$ cat src/rtl/hazard_sequencer_if.sv
`default_nettype none
// ============================================================================
// Module : hazard_sequencer_if
// Brief  : Pipeline <-> hazard unit signal bundle (register ids, enables,
//          stall/flush/forward controls).
// Rev    : 1.0  initial release
// ============================================================================
interface hazard_sequencer_if;
  logic [4:0] Rs1D, Rs2D;
  logic [4:0] Rs1E, Rs2E, RdE;
  logic       RegWriteE, ResultSrcE0, MduStartE, PCSrcE;
  logic [4:0] RdM, RdW;
  logic       RegWriteM, RegWriteW;
  logic       StallF, StallD, StallE;
  logic       FlushD, FlushE, FlushM;
  logic [1:0] ForwardAE, ForwardBE;
  logic       MduDoneE, MduBusy;

  modport master (
    output Rs1D, Rs2D, Rs1E, Rs2E, RdE, RegWriteE, ResultSrcE0, MduStartE,
           PCSrcE, RdM, RdW, RegWriteM, RegWriteW,
    input  StallF, StallD, StallE, FlushD, FlushE, FlushM,
           ForwardAE, ForwardBE, MduDoneE, MduBusy
  );

  modport slave (
    input  Rs1D, Rs2D, Rs1E, Rs2E, RdE, RegWriteE, ResultSrcE0, MduStartE,
           PCSrcE, RdM, RdW, RegWriteM, RegWriteW,
    output StallF, StallD, StallE, FlushD, FlushE, FlushM,
           ForwardAE, ForwardBE, MduDoneE, MduBusy
  );
endinterface
`default_nettype wire

$ cat src/rtl/hazard_sequencer.sv
`default_nettype none
// ============================================================================
// Module : hazard_sequencer
// Brief  : Stall/flush/forwarding control and MDU sequencing for a 5-stage
//          RV32I pipeline. Macro HAZARD_FORWARDING_EN selects EX forwarding
//          with load-use stall; otherwise a full RAW interlock is used.
// Rev    : 1.0  initial release
// ============================================================================
module hazard_sequencer #(
  parameter int MDU_LATENCY = 4,
  parameter int CNT_W       = 4
) (
  input  logic             clock,
  input  logic             reset,
  hazard_sequencer_if.slave bus
);

  typedef enum logic [0:0] {
    S_RUN  = 1'b0,
    S_WAIT = 1'b1
  } state_t;

  localparam logic [CNT_W-1:0] c_CNT_INIT =
    CNT_W'((MDU_LATENCY > 1) ? (MDU_LATENCY - 2) : 0);
  localparam bit c_MDU_MULTI = (MDU_LATENCY > 1);

  state_t           r_state;
  logic [CNT_W-1:0] r_cnt;
  logic             w_hazard;
  logic [1:0]       w_fwd_a, w_fwd_b;

`ifdef HAZARD_FORWARDING_EN
  function automatic logic [1:0] fwd_sel(input logic [4:0] rs, input logic wm,
                                         input logic [4:0] rdm, input logic ww,
                                         input logic [4:0] rdw);
    if (wm && rdm != 5'd0 && rdm == rs)      fwd_sel = 2'b10;
    else if (ww && rdw != 5'd0 && rdw == rs) fwd_sel = 2'b01;
    else                                     fwd_sel = 2'b00;
  endfunction

  assign w_fwd_a  = fwd_sel(bus.Rs1E, bus.RegWriteM, bus.RdM, bus.RegWriteW, bus.RdW);
  assign w_fwd_b  = fwd_sel(bus.Rs2E, bus.RegWriteM, bus.RdM, bus.RegWriteW, bus.RdW);
  assign w_hazard = bus.ResultSrcE0 && (bus.RdE != 5'd0) &&
                    ((bus.RdE == bus.Rs1D) || (bus.RdE == bus.Rs2D));
`else
  // Without forwarding, any in-flight writer in EX or MEM blocks the ID read.
  logic w_unused;
  assign w_unused = ^{bus.Rs1E, bus.Rs2E, bus.RdW, bus.RegWriteW, bus.ResultSrcE0};
  assign w_fwd_a  = 2'b00;
  assign w_fwd_b  = 2'b00;
  assign w_hazard =
    (bus.RegWriteE && (bus.RdE != 5'd0) &&
     ((bus.RdE == bus.Rs1D) || (bus.RdE == bus.Rs2D))) ||
    (bus.RegWriteM && (bus.RdM != 5'd0) &&
     ((bus.RdM == bus.Rs1D) || (bus.RdM == bus.Rs2D)));
`endif

  always_comb begin
    bus.StallF    = 1'b0;
    bus.StallD    = 1'b0;
    bus.StallE    = 1'b0;
    bus.FlushD    = 1'b0;
    bus.FlushE    = 1'b0;
    bus.FlushM    = 1'b0;
    bus.ForwardAE = 2'b00;
    bus.ForwardBE = 2'b00;
    bus.MduDoneE  = 1'b0;
    bus.MduBusy   = 1'b0;
    if (reset) begin
      bus.ForwardAE = w_fwd_a;
      bus.ForwardBE = w_fwd_b;
      case (r_state)
        S_RUN: begin
          if (bus.PCSrcE) begin
            bus.FlushD = 1'b1;
            bus.FlushE = 1'b1;
          end else if (bus.MduStartE) begin
            if (c_MDU_MULTI) begin
              bus.StallF = 1'b1;
              bus.StallD = 1'b1;
              bus.StallE = 1'b1;
              bus.FlushM = 1'b1;
            end else begin
              bus.MduDoneE = 1'b1;
            end
          end else if (w_hazard) begin
            bus.StallF = 1'b1;
            bus.StallD = 1'b1;
            bus.FlushE = 1'b1;
          end
        end
        S_WAIT: begin
          // Redirects and hazards are deferred so the MDU op is never killed.
          bus.MduBusy = 1'b1;
          if (r_cnt != '0) begin
            bus.StallF = 1'b1;
            bus.StallD = 1'b1;
            bus.StallE = 1'b1;
            bus.FlushM = 1'b1;
          end else begin
            bus.MduDoneE = 1'b1;
          end
        end
        default: ;
      endcase
    end
  end

  always_ff @(posedge clock or negedge reset) begin
    if (!reset) begin
      r_state <= S_RUN;
      r_cnt   <= '0;
    end else begin
      case (r_state)
        S_RUN: begin
          if (!bus.PCSrcE && bus.MduStartE && c_MDU_MULTI) begin
            r_state <= S_WAIT;
            r_cnt   <= c_CNT_INIT;
          end
        end
        S_WAIT: begin
          if (r_cnt != '0) r_cnt <= r_cnt - 1'b1;
          else             r_state <= S_RUN;
        end
        default: r_state <= S_RUN;
      endcase
    end
  end

endmodule
`default_nettype wire

$ cat src/flat_wrapper.sv
// flat-port wrapper written by rule: the top's interface ports become plain ports
module hazard_sequencer_flat 
#(
  parameter int MDU_LATENCY = 4,
  parameter int CNT_W       = 4
)
  (clock, reset, bus_Rs1D, bus_Rs2D, bus_Rs1E, bus_Rs2E, bus_RdE, bus_RegWriteE, bus_ResultSrcE0, bus_MduStartE, bus_PCSrcE, bus_RdM, bus_RdW, bus_RegWriteM, bus_RegWriteW, bus_StallF, bus_StallD, bus_StallE, bus_FlushD, bus_FlushE, bus_FlushM, bus_ForwardAE, bus_ForwardBE, bus_MduDoneE, bus_MduBusy);
  hazard_sequencer_if bus_i ();
  input  logic clock;
  input  logic reset;
  input wire logic [$bits(bus_i.Rs1D)-1:0] bus_Rs1D;
  input wire logic [$bits(bus_i.Rs2D)-1:0] bus_Rs2D;
  input wire logic [$bits(bus_i.Rs1E)-1:0] bus_Rs1E;
  input wire logic [$bits(bus_i.Rs2E)-1:0] bus_Rs2E;
  input wire logic [$bits(bus_i.RdE)-1:0] bus_RdE;
  input wire logic [$bits(bus_i.RegWriteE)-1:0] bus_RegWriteE;
  input wire logic [$bits(bus_i.ResultSrcE0)-1:0] bus_ResultSrcE0;
  input wire logic [$bits(bus_i.MduStartE)-1:0] bus_MduStartE;
  input wire logic [$bits(bus_i.PCSrcE)-1:0] bus_PCSrcE;
  input wire logic [$bits(bus_i.RdM)-1:0] bus_RdM;
  input wire logic [$bits(bus_i.RdW)-1:0] bus_RdW;
  input wire logic [$bits(bus_i.RegWriteM)-1:0] bus_RegWriteM;
  input wire logic [$bits(bus_i.RegWriteW)-1:0] bus_RegWriteW;
  output wire logic [$bits(bus_i.StallF)-1:0] bus_StallF;
  output wire logic [$bits(bus_i.StallD)-1:0] bus_StallD;
  output wire logic [$bits(bus_i.StallE)-1:0] bus_StallE;
  output wire logic [$bits(bus_i.FlushD)-1:0] bus_FlushD;
  output wire logic [$bits(bus_i.FlushE)-1:0] bus_FlushE;
  output wire logic [$bits(bus_i.FlushM)-1:0] bus_FlushM;
  output wire logic [$bits(bus_i.ForwardAE)-1:0] bus_ForwardAE;
  output wire logic [$bits(bus_i.ForwardBE)-1:0] bus_ForwardBE;
  output wire logic [$bits(bus_i.MduDoneE)-1:0] bus_MduDoneE;
  output wire logic [$bits(bus_i.MduBusy)-1:0] bus_MduBusy;
  assign bus_i.Rs1D = bus_Rs1D;
  assign bus_i.Rs2D = bus_Rs2D;
  assign bus_i.Rs1E = bus_Rs1E;
  assign bus_i.Rs2E = bus_Rs2E;
  assign bus_i.RdE = bus_RdE;
  assign bus_i.RegWriteE = bus_RegWriteE;
  assign bus_i.ResultSrcE0 = bus_ResultSrcE0;
  assign bus_i.MduStartE = bus_MduStartE;
  assign bus_i.PCSrcE = bus_PCSrcE;
  assign bus_i.RdM = bus_RdM;
  assign bus_i.RdW = bus_RdW;
  assign bus_i.RegWriteM = bus_RegWriteM;
  assign bus_i.RegWriteW = bus_RegWriteW;
  assign bus_StallF = bus_i.StallF;
  assign bus_StallD = bus_i.StallD;
  assign bus_StallE = bus_i.StallE;
  assign bus_FlushD = bus_i.FlushD;
  assign bus_FlushE = bus_i.FlushE;
  assign bus_FlushM = bus_i.FlushM;
  assign bus_ForwardAE = bus_i.ForwardAE;
  assign bus_ForwardBE = bus_i.ForwardBE;
  assign bus_MduDoneE = bus_i.MduDoneE;
  assign bus_MduBusy = bus_i.MduBusy;
  hazard_sequencer #(.MDU_LATENCY(MDU_LATENCY), .CNT_W(CNT_W)) u_core (.clock(clock), .reset(reset), .bus(bus_i));
endmodule
$ cat config.mk
export PLATFORM = sky130hd
export DESIGN_NAME = hazard_sequencer_flat
export DESIGN_NICKNAME = d
export VERILOG_FILES = /design/src/rtl/hazard_sequencer_if.sv /design/src/rtl/hazard_sequencer.sv /design/src/flat_wrapper.sv
export SDC_FILE = /design/constraint.sdc
export NUM_CORES = 1
export LEC_CHECK = 0
export ABC_CLOCK_PERIOD_IN_PS = 2400
export BUFFER_PORTS_ARGS = -buffer_cell sky130_fd_sc_hd__buf_4
export CORE_MARGIN = 1.5
export CORE_UTILIZATION = 37
export CTS_CLUSTER_DIAMETER = 50
export DETAILED_ROUTE_END_ITERATION = 10
export PLACE_DENSITY_LB_ADDON = 0.15
export SKIP_LAST_GASP = 1
export SLEW_MARGIN = 40
export SYNTH_ARGS = -nofsm -noshare
export SYNTH_HDL_FRONTEND = slang
export SYNTH_SLANG_ARGS = --single-unit
$ cat constraint.sdc
create_clock -name clock -period 2.4 [get_ports clock]
set_clock_uncertainty 0.2 [all_clocks]
set_input_delay 0.24 -clock clock [delete_from_list [all_inputs] [get_ports clock]]
set_output_delay 0.24 -clock clock [all_outputs]
set_load 0.02 [all_outputs]
==> run metrics, run 1 <==
CP max FO 4; status finished clean; Synth-to-Final Area Change 45.8%; Cell variety after synth 26; # clock sinks 5; clock root buffer clkbuf_4; I/O Buffers 33; TritonCTS clock tree done; RD Place Congestion 0.761; Synth async-reset ratio 100%; worst path required time 1960 ps; vias in the first global route 555; synth warn 0; Final Max Tran Viols 0; Mapped Avg Cell Area 8.05 µm²; CTS max path bufs 2; count leader, synth xnor2_1; CORE AREA 1540 µm²; met3 routed WL 69 µm; via/cell ratio 4.73; crit share post-route 93.6%; Congestion Overflow GR 0; critical path type reg -> out; crit path DAT 1810 ps; cell mode on critical path buf_4; Core Rows 14; Post-Syn Area 628 µm²; cell count after synthesis 78; Detail Route Antenna Nets 0; total number of vias 615; setup_tns 0 ps; Peak Freq 445 MHz; Seq/Total Area, Yosys 19.9%; Post-synth top flop dfrtp_1; Pleak 0.425 nW; Final setup viols 0; GRT Total Usage 16.6%; DRC 0; layout net count 160; H-tree depth 1; worst vdd ir 0.000529 V; Final Hold Fails 0; initial antenna violation count 0; CTS buffer count 3; # diodes 0; pin count of the biggest net entering global routing 13; crit path time final 2250 ps; Die H 44.2 µm; Worst Setup Start Kind flip-flop; Post-synth EDFFs 0; Die X 44.2 µm; leading area contributor after synthesis xnor2_1; Die ar. 1950 µm²; M1 WL 645 µm; Setup crit end kind output pin; met2 wire length 677 µm; Slowest-stage cell, CP dfrtp_1; Synth area leaders xnor2_1 22%, dfrtp_1 20%, xor2_1 8.4%, buf_4 7.2%, nor2_1 4.8%; WL/cell 10.8 µm; Initial Util 40.7%; top cells by count, synth 16 x xnor2_1, 8 x nor2_1, 6 x buf_4, 6 x nand2_1, 6 x xor2_1; IO Pins 55; Seq cells post-synth 5; highest metal used met4; crit-path max cell delay 330 ps; Worst-path clk slew 40 ps; worst path cell trace inv_1, ha_1, and4bb_2, buf_4, nor2_1, a41oi_2, o21ai_1, buf_4; DR iter-0 viols 4; post-synth top area share 22.3%; number of detailed-route iterations in the first pass 4; RSZ-0062 raised after global routing false; Tot Pwr 0.000626 W; layout cells sized above 1 36.0%; worst min-delay path class in -> async; DRT Wirelength 1.40 mm; pwr dens 684 nW/µm²; Max Cap Viol 0; global-route wire length before repair 2.39 mm; Worst-Skew Late Latency 230 ps
## power by group
group	total [W]	switching [W]	internal [W]
clock network	0.0000914	0.0000289	0.0000625
logic	0.000379	0.000201	0.000179
registers	0.000155	0.0000272	0.000128
## registers in the layout, indices dropped and copies added, names as in the netlist
name and count:
u_core.r_cnt 4, u_core.r_state 1
## through the flow
step / hold WS [ps] / setup slack [ps] / util, % / cells / instance area [µm²]
6_report: 177 / 153 / 59.4 / 130 / 916
5_1_grt: 186 / 23.0 / 59.4 / 130 / 916
4_1_cts: 162 / 44.5 / 58.3 / 129 / 898
3_5_place_dp: -131 / 304 / 55.9 / 124 / 862
3_3_place_gp: -133 / 331 / 55.9 / 124 / 862
2_1_floorplan: -256 / 143 / - / 81 / 639
## final cells by class
cell class	count	area, µm²
fill	155	626
tap	16	20.0
timing repair buffer	35	265
clock buffer	4	26.3
multi-input combinational	67	468
sequential	5	125
inverter	3	11.3
## cells in the final DEF, fill, tap and decap left out
| master | count |
|---|---|
| a41oi_2 | 1 |
| or4_1 | 2 |
| nand2b_1 | 1 |
| nor2_1 | 8 |
| clkbuf_4 | 3 |
| a21oi_4 | 1 |
| and4bb_2 | 1 |
| o21a_1 | 1 |
| and3_1 | 1 |
| a21oi_1 | 1 |
| nand2_1 | 6 |
| o21ai_1 | 1 |
| o31ai_1 | 1 |
| xnor2_1 | 16 |
| conb_1 | 4 |
| a31oi_1 | 1 |
| buf_4 | 34 |
| clkbuf_1 | 1 |
| nand3_1 | 4 |
| and2_4 | 1 |
| o221ai_1 | 1 |
| o22ai_1 | 1 |
| nor3_1 | 3 |
| dfrtp_1 | 5 |
| a21o_1 | 1 |
| dlygate4sd3_1 | 1 |
| and2_1 | 2 |
| ha_1 | 2 |
| xor2_1 | 6 |
| inv_1 | 3 |
## per-layer routing
metal | track usage (%) | up-vias
met5 | 0 | -
met1 | 23.0 | 275
met4 | 10.3 | 0
met3 | 2.86 | 2
met2 | 23.8 | 15
li1 | - | 323
## cell families after synthesis
| family | synth area share [%] |
|---|---|
| AND/OR/NAND/NOR | 23.3 |
| XOR/XNOR | 30.7 |
| AO/OA/AOI/OAI | 12.6 |
| buffers and inverters | 8.96 |
| flip-flops | 19.9 |
| adder cells (fa/ha/maj) | 3.98 |
| other | 0.597 |
## repair_timing
item                                    4_1_cts  5_1_grt
hold buffers                                  1        0
resized for setup                             0        3
endpoints found under the setup margin        0        2
buffers inserted                              0        1
endpoints found under the hold margin         5        0
## worst max-delay path: cells and delay by family (launching register included)
family                     cells  cell delay [ps]
and+or+nand+nor                2              400
DFF                            1              330
buffers and inverters          3              390
adders and majority gates      1              200
AOI/OAI and AO/OA              2              250
## final timing paths
| path | from | endpoint | slack, ps | depth (start not counted) |
|---|---|---|---|---|
| worst max register to register | u_core.r_cnt[0] | u_core.r_cnt[3] | 750 | 7 |
| worst min-delay path | reset | u_core.r_cnt[0] | 180 | 2 |
| worst max-delay path | u_core.r_cnt[0] | bus_StallD | 150 | 8 |
| max in group asynchronous | reset | u_core.r_cnt[2] | 1690 | 2 |
| min in group clock | bus_MduStartE | u_core.r_state | 210 | 3 |
| worst min register to register | u_core.r_cnt[3] | u_core.r_cnt[3] | 350 | 2 |
Power figures use the tool's default switching activity.
==> inputs of run 2 (changes only) <==
Settings changed: ABC_CLOCK_PERIOD_IN_PS 2400 to 2600, CORE_UTILIZATION 37 to 40, PLACE_DENSITY set to 0.84, PLACE_DENSITY_LB_ADDON 0.15 to unset.
Clock period 2.4 ns to 2.6 ns, I/O delays scaled along.
==> run metrics, run 2 (synthesized netlist as in run 1, its figures left out) <==
Setup crit end kind output pin; crit path DAT 1910 ps; most frequent cells in the layout 33 x buf_4, 16 x xnor2_1, 8 x nor2_1, 6 x nand2_1, 6 x xor2_1; clock root buffer clkbuf_4; Congestion Overflow GR 0; layout net count 159; Int Pwr 0.000329 W; CORE AREA 1490 µm²; GRT Total Usage 17.6%; DP Area 862 µm²; # diodes 0; DR iter-0 viols 10; RD Place Congestion 0.776; CP max FO 6; crit path time final 2370 ps; Tot Pwr 0.000562 W; clock power share 15.0%; layout cells sized above 1 33.6%; vias in the first global route 677; worst min-delay path class in -> async; CP Capture Point bus_StallD; number of detailed-route iterations in the first pass 4; pwr dens 626 nW/µm²; # clock sinks 5; Pleak 0.418 nW; setup slack, reg-to-reg 900 ps; I/O Buffers 33; Initial Util 42.2%; total number of vias 652; worst r2r src u_core.r_cnt[0]; Final Max Tran Viols 0; RSZ-0062 raised after global routing false; Peak Freq 421 MHz; Worst-path clk slew 40 ps; dpl ws 465 ps; Sw Share 41.5%; worst vdd ir 0.000416 V; initial antenna violation count 0; critical path type reg -> out; most common cell after layout, fill and taps aside buf_4; cells on worst reg2reg path 7; part of the power in registers 25.7%; Max Cap Viol 0; CTS max path bufs 2; crit share post-route 91.3%; Worst-Skew Late Latency 230 ps; WL/cell 11.7 µm; global-route wire length before repair 2.47 mm; Post CTS Setup Buffer Count 0; via/cell ratio 5.05; Post-DP HPWL 1.33 mm; Most flops, register u_core.r_cnt; Post-CTS Hold Buffers 1; Core Rows 14; H-tree depth 1; Inst Count DP 124; setup_tns 0 ps; final cell count without fillers 129; max reg flops 4; reg2reg end u_core.r_cnt[2]; Die H 42.6 µm; Final setup viols 0; TritonCTS clock tree done; DRC 0; pin count of the biggest net entering global routing 13; worst path required time 2140 ps; IO Pins 55; net load switching power 0.000233 W; Post-CTS Resized 0; FILL cells 144; Worst Setup Start Kind flip-flop; Die X 42.6 µm; Final Hold Fails 0; Detail Route Antenna Nets 0; status finished clean; DRT Wirelength 1.51 mm; final instance area 898 µm²; crit path from u_core.r_cnt[0]; final worst slack 226 ps; biggest regs u_core.r_cnt: 4 flops, u_core.r_state: 1 flops; Die ar. 1820 µm²; Synth-to-Final Area Change 43.0%; CTS buffer count 3; combinational cell fraction of total power 59.2%
## run 2: changes by cell type in the layout (fill, tap and decap cells not counted), sizes merged
cell and delta:
buf -1
## run 2: per-layer routing
layer	GRT usage (%)	wire length [µm]
met5	0	0
met4	9.38	0
met3	3.02	113
met2	35.2	847
met1	16.2	553
## run 2: cell type report
cell class | instances | area, µm² | area share [%]
well taps | 16 | 20.0 | 2.23
inverters | 3 | 11.3 | 1.25
flip-flops and latches | 5 | 125 | 13.9
clock buffers | 4 | 26.3 | 2.92
multi-input cells | 67 | 458 | 51.0
repair buffers | 34 | 258 | 28.7
## run 2: critical path: stages (launching register included)
cell and delay [ps]:
dfrtp_1 340, inv_1 80, ha_1 190, and4bb_1 230
a21oi_2 240, and2_1 240, a41oi_2 50, o21ai_1 130
buf_4 170
## run 2: how the worst min path moves through the flow
stage / start / slack, ps / end / cells after the start
final: reset / 200 / u_core.r_cnt[1] / 2
after global routing: reset / 200 / u_core.r_cnt[2] / 2
after CTS: reset / 170 / u_core.r_cnt[2] / 2
after detailed placement: reset / -110 / u_core.r_cnt[1] / 1
after global placement: reset / -110 / u_core.r_cnt[0] / 1
after floorplan: reset / -240 / u_core.r_cnt[0] / 0
## run 2: power groups by stage
stage	Combinational, W	Sequential [W]	Clock [W]
2_1_floorplan	0.000233	0.000139	0
3_3_place_gp	0.000322	0.000143	0
3_5_place_dp	0.000335	0.000146	0
4_1_cts	0.000337	0.000145	0.0000901
5_1_grt	0.000370	0.000148	0.0000929
6_report	0.000333	0.000145	0.0000846
## run 2: per-stage QoR
| stage | util, % | hold slack [ps] |
|---|---|---|
| after floorplan | - | -236 |
| after detailed placement | 57.9 | -111 |
| after global placement | 57.9 | -114 |
| after CTS | 60.3 | 175 |
| after global routing | 60.3 | 201 |
| final | 60.3 | 196 |
==> inputs of run 3 (changes only) <==
Settings changed: RECOVER_POWER set to 50.
==> run metrics, run 3 (synthesized netlist as in run 1, its figures left out) <==
pwr dens 627 nW/µm²; max reg flops 4; RSZ-0062 raised after global routing false; Worst-path clk slew 40 ps; Hold Startpoint bus_MduStartE; Worst Setup Start Kind flip-flop; Final Max Tran Viols 0; Die H 42.6 µm; register area 125 µm²; Synth-to-Final Area Change 41.8%; Post CTS Setup Buffer Count 0; met2 wire length 846 µm; CTS max path bufs 2; clock root buffer clkbuf_4; net load switching power 0.000233 W; Core Rows 14; DRC 0; met3 routed WL 113 µm; Detail Route Antenna Nets 0; Worst-Skew Late Latency 230 ps; highest metal used met3; vias in the first global route 677; IO Pins 55; CTS buffer count 3; via/cell ratio 5.05; Post-DP HPWL 1.33 mm; Int Pwr 0.000325 W; Max Cap Viol 0; final cell count without fillers 129; global-route wire length before repair 2.47 mm; Tightest Pin Transition 508 ps; M1 WL 555 µm; # clock sinks 5; Setup crit end kind output pin; WL/cell 11.7 µm; biggest regs u_core.r_cnt: 4 flops, u_core.r_state: 1 flops; CORE AREA 1490 µm²; multi-input logic area 458 µm²; crit path from u_core.r_cnt[0]; Final Hold Fails 0; Pleak 0.411 nW; DRT Wirelength 1.52 mm; worst vdd ir 0.000412 V; Congestion Overflow GR 0; FILL cells 145; Initial Util 42.2%; # diodes 0; H-tree depth 1; total number of vias 652; status finished clean; most frequent cells in the layout 31 x buf_4, 16 x xnor2_1, 8 x nor2_1, 6 x nand2_1, 6 x xor2_1; I/O Buffers 33; Most flops, register u_core.r_cnt; DR iter-0 viols 10; worst path required time 2140 ps; initial antenna violation count 0; Sw Share 41.7%; Die ar. 1820 µm²; critical path type reg -> out; crit path DAT 1930 ps; worst r2r src u_core.r_cnt[0]; Final setup viols 0; max_slew headroom 66.1%; part of the power in registers 25.9%; crit share post-route 92.0%; TritonCTS clock tree done; layout net count 159; most common cell after layout, fill and taps aside buf_4; setup_tns 0 ps; Peak Freq 418 MHz; CP max FO 6; layout cells sized above 1 31.9%; RD Place Congestion 0.776; Tot Pwr 0.000558 W; combinational cell fraction of total power 59.0%; pin count of the biggest net entering global routing 13; number of detailed-route iterations in the first pass 4; worst min-delay path class in -> reg; final worst slack 209 ps; crit path time final 2390 ps; GRT Total Usage 17.6%; clock power share 15.1%; dpl ws 465 ps; Die X 42.6 µm; Inst Count DP 124
## run 3: power groups by stage
stage                     logic, W  clock network (W)  registers (W)
final                     0.000329          0.0000845       0.000145
after CTS                 0.000337          0.0000901       0.000145
after floorplan           0.000233                  0       0.000139
after detailed placement  0.000335                  0       0.000146
after global placement    0.000322                  0       0.000143
after global routing      0.000366          0.0000929       0.000148
## run 3: worst paths after layout
kind,end,slack (ps),cells after the start
max in group asynchronous,u_core.r_state,1550,2
max reg2reg,u_core.r_cnt[2],900,7
max,bus_StallD,210,8
min reg2reg,u_core.r_cnt[3],350,2
min,u_core.r_state,220,3
min in group asynchronous,u_core.r_cnt[1],310,2
## run 3: what timing repair did
item / 4_1_cts / 5_1_grt
gates resized for setup: 0 / 0
endpoints found under the hold margin: 5 / 0
hold buffers: 1 / 0
## run 3: layout make-up
class | instances | share of cell area (%)
multi-input cells | 67 | 51.4
repair buffers | 34 | 28.1
flip-flops and latches | 5 | 14.0
clock buffers | 4 | 2.95
well taps | 16 | 2.25
inverters | 3 | 1.26
## run 3: routing by layer
layer | track usage [%] | vias to the layer above
li1 | - | 324
met3 | 3.02 | 0
met1 | 16.2 | 300
met5 | 0 | -
met2 | 35.2 | 28
met4 | 9.38 | 0
## run 3: through the flow
stage / util (%) / cell area (µm²) / hold slack [ps]
floorplan: - / 639 / -236
global placement: 57.9 / 862 / -114
detailed placement: 57.9 / 862 / -111
CTS: 60.3 / 898 / 175
global route: 59.8 / 891 / 229
finish: 59.8 / 891 / 216
## run 3: critical path: stages (launching register included)
cell	delay (ps)
dfrtp_1	340
inv_1	80
ha_1	190
and4bb_1	230
a21oi_2	240
and2_1	240
a41oi_2	50
o21ai_1	140
buf_4	170
